<file path="config.mk">
export PLATFORM = sky130hd
export DESIGN_NAME = rr_mux_n
export DESIGN_NICKNAME = d
export VERILOG_FILES = /design/src/rtl/rr_mux_pkg.sv /design/src/rtl/rr_arbiter.sv /design/src/rtl/rr_mux_n.sv
export SDC_FILE = /design/constraint.sdc
export NUM_CORES = 1
export LEC_CHECK = 0
export ABC_AREA = 0
export CAP_MARGIN = 20
export CORE_MARGIN = 2
export CORE_UTILIZATION = 43
export CTS_CLUSTER_DIAMETER = 150
export DETAILED_ROUTE_END_ITERATION = 8
export PLACE_DENSITY_LB_ADDON = 0.05
export SYNTH_ARGS = -nofsm -noshare
export SYNTH_HDL_FRONTEND = slang
export SYNTH_SLANG_ARGS = --single-unit
</file>
<file path="constraint.sdc">
create_clock -name clk -period 4.7 [get_ports clk]
set_input_delay 0.94 -clock clk [delete_from_list [all_inputs] [get_ports clk]]
set_output_delay 0.94 -clock clk [all_outputs]
set_load 0.02 [all_outputs]
</file>
<file path="src/rtl/rr_mux_pkg.sv">
// Shared constants and helpers for the round-robin output multiplexer.
package rr_mux_pkg;

  localparam logic MODE_RR    = 1'b0;
  localparam logic MODE_FORCE = 1'b1;

  // Next channel index after idx, wrapping at n.
  function automatic int unsigned rr_next_idx(input int unsigned idx, input int unsigned n);
    return (idx + 32'd1 >= n) ? 32'd0 : idx + 32'd1;
  endfunction

endpackage

</file>
<file path="src/rtl/rr_arbiter.sv">
// Grant selection for rr_mux_n: round-robin from ptr+1 or forced select.
// RR_MUX_FIXED_PRI_EN turns round-robin mode into lowest-index-wins priority.
module rr_arbiter
  import rr_mux_pkg::*;
#(
  parameter int unsigned N     = 4,
  parameter int unsigned SEL_W = $clog2(N)
) (
  input  logic [N-1:0]     req,
  input  logic [SEL_W-1:0] ptr,
  input  logic             mode,
  input  logic [SEL_W-1:0] select,
  output logic             grant_valid,
  output logic [SEL_W-1:0] grant_idx
);

`ifndef RR_MUX_FIXED_PRI_EN
  int unsigned      cand;
  logic [SEL_W-1:0] cand_idx;
`endif

  always_comb begin
    grant_valid = 1'b0;
    grant_idx   = '0;
`ifndef RR_MUX_FIXED_PRI_EN
    cand        = 32'(ptr);
    cand_idx    = ptr;
`endif
    if (mode == MODE_FORCE) begin
      // Out-of-range select matches no channel, so no grant.
      for (int unsigned i = 0; i < N; i++) begin
        if (SEL_W'(i) == select && req[i]) begin
          grant_valid = 1'b1;
          grant_idx   = SEL_W'(i);
        end
      end
    end else begin
`ifdef RR_MUX_FIXED_PRI_EN
      for (int unsigned i = 0; i < N; i++) begin
        if (!grant_valid && req[i]) begin
          grant_valid = 1'b1;
          grant_idx   = SEL_W'(i);
        end
      end
`else
      for (int unsigned k = 0; k < N; k++) begin
        cand     = rr_next_idx(cand, N);
        cand_idx = SEL_W'(cand);
        if (!grant_valid && req[cand_idx]) begin
          grant_valid = 1'b1;
          grant_idx   = cand_idx;
        end
      end
`endif
    end
  end

endmodule

</file>
<file path="src/rtl/rr_mux_n.sv">
// N-channel registered multiplexer with valid/ready handshake and round-robin
// or forced channel selection. Build option: RR_MUX_FIXED_PRI_EN (in rr_arbiter).
module rr_mux_n
  import rr_mux_pkg::*;
#(
  parameter int unsigned N = 4,
  parameter int unsigned W = 8,
  localparam int unsigned SEL_W = $clog2(N)
) (
  input  logic             clk,
  input  logic             rst,
  input  logic [N*W-1:0]   in_data,
  input  logic [N-1:0]     in_valid,
  output logic [N-1:0]     in_ready,
  input  logic             mode,
  input  logic [SEL_W-1:0] select,
  output logic [W-1:0]     out_data,
  output logic [SEL_W-1:0] out_sel,
  output logic             out_valid,
  input  logic             out_ready
);

  logic [SEL_W-1:0] ptr;
  logic             grant_valid;
  logic [SEL_W-1:0] grant_idx;
  logic             load_c;
  logic             xfer_c;
  logic [W-1:0]     grant_data_c;

  rr_arbiter #(
    .N     (N),
    .SEL_W (SEL_W)
  ) u_arb (
    .req         (in_valid),
    .ptr         (ptr),
    .mode        (mode),
    .select      (select),
    .grant_valid (grant_valid),
    .grant_idx   (grant_idx)
  );

  // No acceptance while reset is held, so nothing is granted into a cleared register.
  assign load_c = (!out_valid || out_ready) && !rst;
  assign xfer_c = load_c && grant_valid;

  always_comb begin
    in_ready     = '0;
    grant_data_c = '0;
    for (int unsigned i = 0; i < N; i++) begin
      if (SEL_W'(i) == grant_idx) begin
        in_ready[i]  = xfer_c;
        grant_data_c = in_data[i*W +: W];
      end
    end
  end

  // Output stage and fairness pointer; ptr follows forced transfers too.
  always_ff @(posedge clk or posedge rst) begin
    if (rst) begin
      out_valid <= 1'b0;
      out_data  <= '0;
      out_sel   <= '0;
      ptr       <= SEL_W'(N - 1);
    end else if (xfer_c) begin
      out_valid <= 1'b1;
      out_data  <= grant_data_c;
      out_sel   <= grant_idx;
      ptr       <= grant_idx;
    end else if (out_ready) begin
      out_valid <= 1'b0;
    end
  end

endmodule

</file>
[Yosys cells after proc, flatten, opt, wreduce, memory -nomap -nowiden]
Index checks and enable logic that the tools add are counted.
Word-level totals
  register bits: 13
  bits of input ports: 42
  output and inout port bits: 15
  word-level logic and storage cells: 82
Cells by class
  add/subtract/negate cells: 4
  order comparisons: 8
  equality and inequality tests: 6
  muxes and demuxes: 42
  reduce and logical (&&, ||, !) cells: 18
Operators with widths (number)
  $ge A32 B3 Y1 const B: 4
  $add A32 B1 Y32 const B: 3
  $mux W32: 3
  $mux W8: 4
  $mux W1: 23
  $mux W2: 8
  $lt A2 B3 Y1 const B: 4
  $logic_and A1 B1 Y1: 9
  $bmux W1 S2: 4
  $eq A2 B2 Y1 const A: 4
  $logic_not A1 Y1: 5
  $eq A1 B2 Y1 const A: 2
  $logic_not A2 Y1: 2
  $add A2 B1 Y3 const B: 1
  $reduce_bool A2 Y1: 1
  $logic_or A1 B1 Y1: 1

[Depth between registers and ports, before layout]
Gate-level depths: netlist of the first run.
  word-level depth: 24
  depth in mapped cells: 13
  mapped depth without buffers: 9

[By module]
A second synthesis of the first run with hierarchy kept.
Unflattened totals
  cell total of the unflattened synthesis: 98
  area, all modules: 1217.4 um2
Modules (own cells, without submodules)
  rr_mux_n: instances 1, cells an instance 47, area an instance 773.2 um2, seq. area each 327.8 um2
  rr_arbiter: instances 1, cells an instance 51, area an instance 444.2 um2, seq. area each 0.0 um2

[Worst setup path after synthesis of the first run]
Ideal clock, no wire load.
  path kind: register -> output
  from: reg ptr[0]
  to: out in_ready[0]
  arrival: 3.083 ns
  data required time: 3.760 ns
  setup slack: 0.677 ns
  stages on the path, launching flop included: 11
  buffers on the path: 3
  cell sequence: dfstp_2 > clkbuf_1 > inv_1 > ha_1 > o21bai_4 > mux4_2 > mux2i_1 > o41a_1 > buf_4 > buf_6 > nor2_1
Between the ends
  word-level cells in the longest chain between the ends: 21
  elaborated cells between the ends (all ways): 42
  those cells by class: add/sub: 4; order compare: 4; mux: 26; reduce/logical: 8
Ends and longest elaborated chain
  start, declared: RTL line rr_mux_n.sv:23  | logic [SEL_W-1:0] ptr;
  start signal, assigned: RTL line rr_mux_n.sv:63  | ptr <= SEL_W'(N - 1);
  start signal, assigned: RTL line rr_mux_n.sv:68  | ptr <= grant_idx;
  $add A2 B1 Y3 *: RTL line rr_mux_pkg.sv:9  | return (idx + 32'd1 >= n) ? 32'd0 : idx + 32'd1;
  $ge A32 B3 Y1: RTL line rr_mux_pkg.sv:9
  $mux W32 *: RTL line rr_mux_pkg.sv:9
  branches (longest 17 deep; another with $add A32 B1 Y32)
  $mux W1 *: RTL line rr_mux_n.sv:50  | if (SEL_W'(i) == grant_idx) begin
  end, declared: RTL line rr_mux_n.sv:14  | output logic [N-1:0] in_ready,
Mark *: on every way between the ends. The select of a mux whose other input is x is not followed.

[Worst setup path after layout of the first run]
  from: in in_valid[1]
  to: out in_ready[0]
Between the ends
  word-level cells in the longest chain between the ends: 18
  elaborated cells between the ends (all ways): 37
  those cells by class: mux: 28; reduce/logical: 9
Ends and longest elaborated chain
  start, declared: RTL line rr_mux_n.sv:13  | input logic [N-1:0] in_valid,
  $bmux W1 S2: RTL line rr_arbiter.sv:49  | if (!grant_valid && req[cand_idx]) begin
  $mux W1 (not written as such): RTL line rr_arbiter.sv:49
  $mux W1: RTL line rr_arbiter.sv:49
  $mux W1: RTL line rr_arbiter.sv:29  | if (mode == MODE_FORCE) begin
  $logic_not A1 Y1: RTL line rr_arbiter.sv:49
  $logic_and A1 B1 Y1: RTL line rr_arbiter.sv:49
  $mux W1: RTL line rr_arbiter.sv:49
  $mux W1: RTL line rr_arbiter.sv:29
  (+2 left out)
  $mux W1: RTL line rr_arbiter.sv:49
  $mux W1: RTL line rr_arbiter.sv:29
  $logic_not A1 Y1: RTL line rr_arbiter.sv:49
  $logic_and A1 B1 Y1: RTL line rr_arbiter.sv:49
  $mux W2 / $mux W1 (equally long branches): RTL line rr_arbiter.sv:49
  $mux W2 / $mux W1 (equally long branches): RTL line rr_arbiter.sv:29
  $logic_not A2 Y1 / $logic_and A1 B1 Y1 (equally long branches): RTL line rr_mux_n.sv:50, rr_mux_n.sv:44
  $mux W1 *: RTL line rr_mux_n.sv:50
Mark *: on every way between the ends. The rest lies on a longest branch, timed or not. The select of a mux whose other input is x is not followed.

==> results of run 1 <==
power by group:
part           total, mW  internal [mW]  switching (mW)
registers          0.198          0.170          0.0288
logic              0.861          0.421           0.439
clock network     0.0682         0.0330          0.0352
total               1.13          0.624           0.503
cell usage in the layout (no fill, tap or decap), types with 6 or more instances in the layout:
cell type,synthesis,final
nand2_1,22,22
o21ai_0,8,8
dfrtp_1,11,11
mux2_1,7,7
buf_4,3,14
clkdlybuf4s50_1,0,56
a31oi_1,8,8
mux2i_1,10,10
ha_1,6,6
inv_1,6,6
mux2_2,6,6
o21ai_1,7,7
cells in the mapped netlist:
library cell / count / area share (%)
nand2_1: 22 / 6.1
dfrtp_1: 11 / 20
mux2i_1: 10 / 7.4
a31oi_1: 8 / 3.7
o21ai_0: 8 / 3.0
mux2_1: 7 / 5.8
o21ai_1: 7 / 2.6
ha_1: 6 / 5.5
inv_1: 6 / 1.7
mux2_2: 6 / 5.0
a21oi_1: 5 / 1.8
nor2_1: 5 / 1.4
or2b_1: 5 / 2.8
and2_1: 3 / 1.4
buf_4: 3 / 1.7
clkbuf_1: 3 / 0.83
nor3_1: 3 / 1.1
a21o_1: 2 / 1.1
buf_2: 2 / 0.74
dfstp_2: 2 / 3.9
nand2b_1: 2 / 0.92
nor2b_1: 2 / 0.92
o211ai_1: 2 / 1.1
o21a_1: 2 / 1.1
o32ai_1: 2 / 1.3
o41ai_1: 2 / 1.3
a21boi_0: 1 / 0.55
buf_6: 1 / 0.83
mux4_2: 1 / 1.7
nand3_1: 1 / 0.37
nor2_4: 1 / 0.83
nor3b_1: 1 / 0.55
nor4_2: 1 / 0.92
o21bai_4: 1 / 1.4
o221ai_1: 1 / 0.65
o22ai_1: 1 / 0.46
o2bb2ai_1: 1 / 0.65
o311a_1: 1 / 0.74
o311ai_4: 1 / 1.9
o32a_1: 1 / 0.74
o41a_1: 1 / 0.83
or2_1: 1 / 0.46
or3_1: 1 / 0.46
or3_4: 1 / 0.83
or3b_2: 1 / 0.65
routing by layer:
layer	vias up	part of all wire (%)	GRT usage, %
li1	699	-	-
met5	-	0	0
met3	4	6.0	4.76
met4	0	1.2	6.67
met2	55	50	37.3
met1	673	43	28.6
state kept, by name, indices dropped and copies added (netlist names):
name	flops
ptr	2
out_sel	2
out_data	8
out_valid	1
worst paths after layout:
| kind | start | to | slack [ns] | cells after the start |
|---|---|---|---|---|
| setup / recovery | in_valid[1] | in_ready[0] | 0.16 | 8 |
| hold / removal | out_sel[0]$_DFFE_PP0N_ | out_sel[0]$_DFFE_PP0N_ | 0.49 | 2 |
| setup reg to reg | ptr[1]$_DFFE_PP1N_ | out_data[0]$_DFFE_PP0N_ | 1.41 | 10 |
| hold reg to reg | out_sel[0]$_DFFE_PP0N_ | out_sel[0]$_DFFE_PP0N_ | 0.49 | 2 |
| max in group asynchronous | rst | ptr[1]$_DFFE_PP1N_ | 3.42 | 3 |
| min in group asynchronous | rst | out_data[4]$_DFFE_PP0N_ | 1.05 | 3 |
final cells by class:
class / instances / area, sq um
Tap cell: 44 / 55.1
Multi-Input combinational cell: 127 / 956
Sequential cell: 13 / 328
Inverter: 6 / 22.5
Fill cell: 259 / 975
Timing Repair Buffer: 70 / 666
Clock buffer: 4 / 26.3
critical path, cell delays in order:
cell	delay [ns]
clkdlybuf4s50_1	0.50
mux2_2	0.31
mux2_2	0.31
or3_4	0.40
o311ai_4	0.31
or2_1	0.21
nor2_1	0.07
clkdlybuf4s50_1	0.54
kinds of logic (layout without fill, tap and decap cells):
logic type / after synthesis / after routing
AND/OR/NAND/NOR: 50 / 50
AO/OA/AOI/OAI: 47 / 47
multiplexers: 24 / 24
buffers and inverters: 15 / 80
flip-flops: 13 / 13
adder cells (fa/ha/maj): 6 / 6
==> impl_metrics.csv, run 1 <==
group,metric,value,unit
placement,place_ws,0.162,ns
timing,grt_setup_unrepaired,"false",
timing,timing.final.ws_setup,0.162,ns
logic_synthesis,synth_cells,155,
clocking,htree_levels,1,
route,avgViaCountPerCell,5.42,
placement,dp_hpwl,3060,um
global_routing,grt_max_degree,16,
global_routing,grt_pass1_vias,1328,
route,wl_per_cell,14.2,um
floorplan,core,3030,sq um
timing,slew_viol_final,0,
timing,period_needed,4.54,ns
global_routing,antenna_found_initial,0,
timing,final_hold_viol_count,0,
logic_synthesis,synthAdderAreaFrac,5.55,%
timing,finClkSkew,0.00344,ns
route,dr.first_iter.drc_count,49,
logic_synthesis,yosysWarnings,0,
logic_synthesis,synth_compound_area_share,25.0,%
logic_synthesis,synthMuxAreaShare,19.9,%
timing,setup_tns,0,ns
logic_synthesis,synth.distinct_cells,45,
status,outcome,"complete, no violations",
clocking,clockRootBuffer,"clkbuf_4",
timing,tightest_slew,0.684,ns
clocking,cts_tree,"yes",
setup_path,critPathMaxFanout,7,
logic_synthesis,synth-simple-area-share,19.7,%
cells_and_area,area_growth,51.7,%
route,routed_wl,3740,um
cells_and_area,layout.cells.non_filler,264,
power,power_density,549,nW/um^2
floorplan,die_w,60.1,um
clocking,cts_sinks,13,
global_routing,globalRoute.totalOverflow,0,
logic_synthesis,synth_xor_area_share,0,%
setup_path,cp.required,3.76,ns
floorplan,die_area,3610,sq um
logic_synthesis,synth_area,1350,sq um
logic_synthesis,avgSynthCellArea,8.73,sq um
power,vdd_drop_max,0.304,mV
cells_and_area,final_area,2050,sq um
power,power.total,1.13,mW
cells_and_area,diodes,0,
cells_and_area,post-route-util,67.8,%
route,drtPass1Iterations,4,
global_routing,grtUsageTotal,22.3,%
timing,setup_viol,0,
logic_synthesis,synth_top_family_by_area,"compound AO/OA/AOI/OAI gates",
logic_synthesis,ys_seq_elements,13,
route,vias,1431,
clocking,postCtsSetupBuffers,0,
placement,dp.cells,260,
floorplan,die_h,60.1,um
cells_and_area,layout-drive-gt1-share,15.0,%
clocking,cts_buffers,3,
global_routing,grt_pass1_wl,6010,um
logic_synthesis,seq_area_frac_synth,24.2,%
placement,port_buffers,56,
placement,placed_area,2030,sq um
setup_path,worstPathArrival,3.60,ns
timing,maxSlewHeadroom,54.0,%
setup_path,path_class,"in2out",
route,drc,0,
setup_path,worst_setup_path_end_kind,"output port",
floorplan,initial_core_util,44.7,%
floorplan,num_io_pins,57,
clocking,clkTransAtPathRegs,0.07,ns
clocking,cts_resized,0,
job,maxCapViolCount,0,
timing,max_freq,220,MHz
route,antenna_violating_nets_post_route,0,
logic_synthesis,syn-num-nets,203,
timing,finalCritPeriodShare,96.6,%
placement,gp_congestion,0.851,
clocking,hold_buffers,0,
clocking,clockBufferDepth,2,
worst_hold_path,worstHoldPathType,"reg2reg",
cells_and_area,finalNetCount,269,
timing,holdWs,0.493,ns
power,p_leak,0.853,nW
floorplan,row_count,20,
setup_path,start_kind,"primary input",
clocking,clk_latency,0.28,ns
No activity file was read; power rests on OpenSTA's default activity.
==> inputs of run 2 (changes only) <==
Settings changed: CORE_ASPECT_RATIO set to 2.
==> impl_metrics.csv, run 2 (synthesis results as in run 1) <==
group,metric,value,unit
timing,grt_setup_unrepaired,"true",
clocking,cts_buffers,3,
placement,dp_hpwl,3490,um
power,p_leak,0.892,nW
placement,place_ws,0.151,ns
worst_hold_path,hp-start,"out_sel[0]$_DFFE_PP0N_",
setup_path,critPathSlowestCell,"dfstp_4",
setup_path,worst_setup_path_end_kind,"output port",
timing,tightest_slew,0.619,ns
timing,setup_viol,0,
clocking,clkTransAtPathRegs,0.06,ns
floorplan,die_area,3640,sq um
setup_path,rr_endpoint,"out_data[0]$_DFFE_PP0N_",
cells_and_area,diodes,0,
timing,timing.final.ws_setup,0.103,ns
floorplan,core,2980,sq um
clocking,htree_levels,1,
setup_path,cp_num_buf_inv,2,
route,drtPass1Iterations,4,
placement,port_buffers,56,
clocking,clockRootBuffer,"clkbuf_8",
setup_path,start_kind,"flop",
cells_and_area,largest_reg_flops,8,
cells_and_area,post-route-util,70.2,%
floorplan,row_count,28,
clocking,cts_tree,"yes",
clocking,cts_sinks,13,
setup_path,crit_chain,"inv_1, ha_4, mux2_2, mux2_2, or3_4, o311ai_4, nor2b_1, and2_1, clkdlybuf4s50_1",
timing,holdWs,0.486,ns
cells_and_area,final_common_cell,"clkdlybuf4s50_1",
global_routing,grtUsageTotal,25.3,%
cells_and_area,mostFrequentLayoutCells,"clkdlybuf4s50_1, nand2_1, buf_4, dfrtp_1, mux2i_1",
setup_path,critPathMaxFanout,16,
route,antenna_violating_nets_post_route,0,
setup_path,crit_family,"flip-flops",
timing,maxSlewHeadroom,58.4,%
worst_hold_path,hold_path_depth,2,
setup_path,cp_common_cell,"mux2_2",
global_routing,globalRoute.totalOverflow,0,
placement,gp_congestion,1.01,
setup_path,cp.required,3.76,ns
clocking,clockBufferDepth,2,
route,dr.first_iter.drc_count,39,
setup_path,path_class,"reg2out",
route,drc,0,
power,power_density,577,nW/um^2
worst_hold_path,worstHoldPathType,"reg2reg",
setup_path,reg2reg_depth,10,
route,wl_per_cell,16.8,um
power,power.total,1.21,mW
global_routing,grt_max_degree,17,
timing,final_hold_viol_count,0,
timing,period_needed,4.60,ns
floorplan,num_io_pins,57,
placement,placed_area,2020,sq um
route,routed_wl,4240,um
clocking,postCtsSetupBuffers,0,
clocking,clk_latency,0.25,ns
global_routing,antenna_found_initial,0,
cells_and_area,final_area,2090,sq um
status,outcome,"complete, no violations",
setup_path,r2r_start,"ptr[0]$_DFFE_PP1N_",
timing,max_freq,218,MHz
route,avgViaCountPerCell,5.82,
power,vdd_drop_max,0.338,mV
worst_hold_path,hold_end,"out_sel[0]$_DFFE_PP0N_",
timing,finClkSkew,0.00109,ns
timing,slew_viol_final,0,
job,maxCapViolCount,0,
cells_and_area,area_growth,54.3,%
setup_path,reg2reg_slack,1.29,ns
floorplan,die_h,83.4,um
cells_and_area,top_register,"out_data",
cells_and_area,finalNetCount,271,
global_routing,grt_pass1_vias,1662,
route,vias,1467,
setup_path,max_stage_delay,0.72,ns
floorplan,initial_core_util,45.5,%
cells_and_area,layout-drive-gt1-share,16.7,%
timing,finalCritPeriodShare,97.8,%
setup_path,worstPathArrival,3.66,ns
global_routing,grt_pass1_wl,7290,um
floorplan,die_w,43.7,um
cells_and_area,largestRegisters,"out_data: 8 flops, out_sel: 2 flops, ptr: 2 flops",
## run 2: cell types whose count changed in the layout (fill, tap and decap cells not counted)
cell and change:
buf_4 +2, clkbuf_1 -1, clkbuf_4 -3, clkbuf_8 +3, clkdlybuf4s50_1 -1, clkinv_2 +1
dfstp_2 -1, dfstp_4 +1, dlymetal6s2s_1 +1, ha_1 -1, ha_4 +1
## run 2: worst reg2reg max path: stages, from the launching register on
cell     delay (ns)
dfstp_4        0.72
inv_1          0.13
ha_4           0.34
mux2_2         0.37
mux2_2         0.31
nor4_2         0.42
o41a_1         0.27
buf_4          0.19
mux2_1         0.34
o21ai_1        0.14
a31oi_1        0.06
## run 2: area by class of cell
class / count / area (sq um)
clock buffer: 3 / 41.3
clock inverter: 1 / 5.00
fill: 262 / 888
inverter: 6 / 22.5
multi-input combinational: 127 / 968
sequential: 13 / 332
tap: 30 / 37.5
timing repair buffer: 72 / 683
## run 2: worst max path at each step
stage | start | end | slack [ns] | cells after the start
after global placement | in_valid[2] | in_ready[1] | 0.19 | 8
after CTS | ptr[0]$_DFFE_PP1N_ | in_ready[1] | 0.03 | 9
after detailed placement | in_valid[2] | in_ready[1] | 0.15 | 8
final | ptr[0]$_DFFE_PP1N_ | in_ready[3] | 0.10 | 9
after global routing | ptr[0]$_DFFE_PP1N_ | in_ready[2] | -0.02 | 8
after floorplan | ptr[0]$_DFFE_PP1N_ | in_ready[0] | 0.68 | 10
## run 2: power breakdown
group | switching (mW) | total (mW) | leakage [nW] | internal [mW]
sequential | 0.0508 | 0.225 | 0.148 | 0.174
clock | 0.0435 | 0.102 | 0.0255 | 0.0587
combinational | 0.441 | 0.879 | 0.719 | 0.439
## run 2: repair_timing
action / CTS / global route
hold buffers: 0 / 0
pin swaps: 0 / 0
endpoints found under the setup margin: 4 / 4
resized for setup: 2 / 2
hold endpoints to repair: 0 / 0
## run 2: per-stage QoR
stage	TNS (ns)	instances
after CTS	0	252
after floorplan	0	155
final	0	252
after global routing	-0.0189	252
after global placement	0	248
after detailed placement	0	248
## run 2: layer usage
| metal | vias up | share of wire, % | track usage, % |
|---|---|---|---|
| met5 | - | 0 | 0 |
| met1 | 702 | 33 | 24.7 |
| met4 | 0 | 3.1 | 10.7 |
| li1 | 703 | - | - |
| met3 | 14 | 3.3 | 2.61 |
| met2 | 48 | 61 | 48.8 |
==> inputs of run 3 (changes only) <==
Settings changed: CORE_ASPECT_RATIO 2 to 1.1.
==> impl_metrics.csv, run 3 (synthesis results as in run 1) <==
group,metric,value,unit
setup_path,reg2reg_slack,1.42,ns
clocking,clockRootBuffer,"clkbuf_4",
cells_and_area,diodes,0,
setup_path,cp.depth,8,
floorplan,die_h,62.9,um
timing,maxSlewHeadroom,73.5,%
worst_hold_path,hold_path_depth,1,
power,p_clk_share,6.2,%
floorplan,core,3020,sq um
route,dr.first_iter.drc_count,75,
timing,max_freq,218,MHz
setup_path,start_kind,"primary input",
setup_path,r2r_start,"ptr[1]$_DFFE_PP1N_",
setup_path,worst_setup_path_end_kind,"output port",
power,power_frac_seq,17.3,%
floorplan,num_io_pins,57,
timing,grt_setup_unrepaired,"false",
cells_and_area,layout.cells.non_filler,256,
setup_path,rr_endpoint,"out_data[3]$_DFFE_PP0N_",
setup_path,path_class,"in2out",
floorplan,initial_core_util,44.8,%
cells_and_area,mostFrequentLayoutCells,"clkdlybuf4s50_1, nand2_1, buf_4, dfrtp_1, mux2i_1",
cells_and_area,largestRegisters,"out_data: 8 flops, out_sel: 2 flops, ptr: 2 flops",
placement,dp_hpwl,3020,um
worst_hold_path,hp-start,"out_sel[1]$_DFFE_PP0N_",
route,drtPass1Iterations,4,
power,power_density,561,nW/um^2
setup_path,crit_chain,"clkdlybuf4s50_1, mux2_2, mux2_2, or3_4, o311ai_4, or2_1, nor2_1, clkdlybuf4s50_1",
timing,finClkSkew,0.000598,ns
global_routing,grt_max_degree,17,
setup_path,reg2reg_depth,10,
route,avgViaCountPerCell,5.57,
cells_and_area,layout-drive-gt1-share,17.1,%
power,p_comb_share,76.5,%
power,vdd_drop_max,0.435,mV
cells_and_area,area_growth,52.3,%
power,p_leak,0.867,nW
placement,gp_congestion,0.915,
clocking,clk_latency,0.28,ns
setup_path,cp_num_buf_inv,2,
timing,period_needed,4.58,ns
placement,port_buffers,56,
setup_path,critPathSlowestCell,"clkdlybuf4s50_1",
power,swShare,45.0,%
clocking,hold_buffers,0,
floorplan,die_area,3610,sq um
setup_path,critPathMaxFanout,9,
global_routing,grtUsageTotal,22.4,%
cells_and_area,finalNetCount,271,
clocking,cts_tree,"yes",
placement,placed_area,2030,sq um
clocking,htree_levels,1,
setup_path,max_stage_delay,0.55,ns
timing,slew_viol_final,0,
route,vias,1427,
global_routing,grt_util_met1,28.5,%
cells_and_area,final_common_cell,"clkdlybuf4s50_1",
setup_path,worstPathArrival,3.64,ns
floorplan,row_count,21,
status,outcome,"complete, no violations",
clocking,clockBufferDepth,2,
route,routed_wl,3830,um
global_routing,use_met2,39.1,%
route,wl_per_cell,14.9,um
floorplan,die_w,57.5,um
timing,tightest_slew,0.395,ns
route,antenna_violating_nets_post_route,0,
placement,dp.cells,252,
setup_path,crit_family,"buffers and inverters",
global_routing,globalRoute.totalOverflow,0,
timing,finalCritPeriodShare,97.5,%
timing,setup_tns,0,ns
setup_path,cp.required,3.76,ns
clocking,cts_sinks,13,
global_routing,grt_pass1_wl,6540,um
clocking,clkTransAtPathRegs,0.09,ns
worst_hold_path,hold_end,"out_sel[1]$_DFFE_PP0N_",
worst_hold_path,worstHoldPathType,"reg2reg",
timing,setup_viol,0,
global_routing,grtUsageMet3,2.69,%
timing,holdWs,0.493,ns
timing,final_hold_viol_count,0,
cells_and_area,top_register,"out_data",
global_routing,grt_pass1_vias,1447,
global_routing,antenna_found_initial,0,
power,p_int,0.636,mW
job,maxCapViolCount,0,
global_routing,grt.busiest_layer,"met2",
route,drc,0,
cells_and_area,largest_reg_flops,8,
power,p_switching,0.520,mW
clocking,cts_buffers,3,
cells_and_area,final_area,2060,sq um
## run 3: cell count changes in the layout (fill, tap and decap cells not counted)
cell and delta:
dlymetal6s2s_1 -1, clkbuf_4 +3, dfstp_2 +1, clkbuf_8 -3
dfstp_4 -1, nor2b_1 -1, clkdlybuf4s50_1 +1, nor2b_2 +1
ha_2 +1, ha_4 -1
## run 3: per-stage QoR
stage	power (mW)	utilization, %	setup slack, ns
4_1_cts	1.16	68.1	0.0623
6_report	1.16	68.2	0.117
3_3_place_gp	1.06	67.2	0.161
5_1_grt	1.25	68.2	0.00798
2_1_floorplan	0.780	-	0.677
3_5_place_dp	1.08	67.2	0.0941
## run 3: how the worst max path moves through the flow
| stage | startpoint | end |
|---|---|---|
| 6_report | in_valid[2] | in_ready[0] |
| 5_1_grt | in_valid[2] | in_ready[2] |
| 4_1_cts | in_valid[2] | in_ready[2] |
| 3_5_place_dp | in_valid[2] | in_ready[2] |
| 3_3_place_gp | in_valid[2] | in_ready[3] |
| 2_1_floorplan | ptr[0]$_DFFE_PP1N_ | in_ready[0] |
## run 3: power by group through the flow
stage | sequential [mW] | clock [mW] | combinational, mW
CTS | 0.200 | 0.0755 | 0.882
global route | 0.208 | 0.0801 | 0.961
floorplan | 0.258 | 0 | 0.521
finish | 0.200 | 0.0721 | 0.884
detailed placement | 0.201 | 0 | 0.877
global placement | 0.198 | 0 | 0.859
## run 3: area by class of cell
type,instances,area (sq um)
clock buffers,3,22.5
well taps,34,42.5
clock inverters,1,5.00
fillers,255,960
flip-flops and latches,13,328
inverters,6,22.5
repair buffers,72,681
multi-input cells,127,961
## run 3: timing repair
item	4_1_cts	5_1_grt
setup buffers	0	0
setup endpoints to repair	0	2
gates resized for setup	0	2
## run 3: layer usage
metal  share of wire (%)  wire [um]
met3                 5.9        227
met1                  43       1650
met2                  50       1930
met4                0.50         19
met5                   0          0
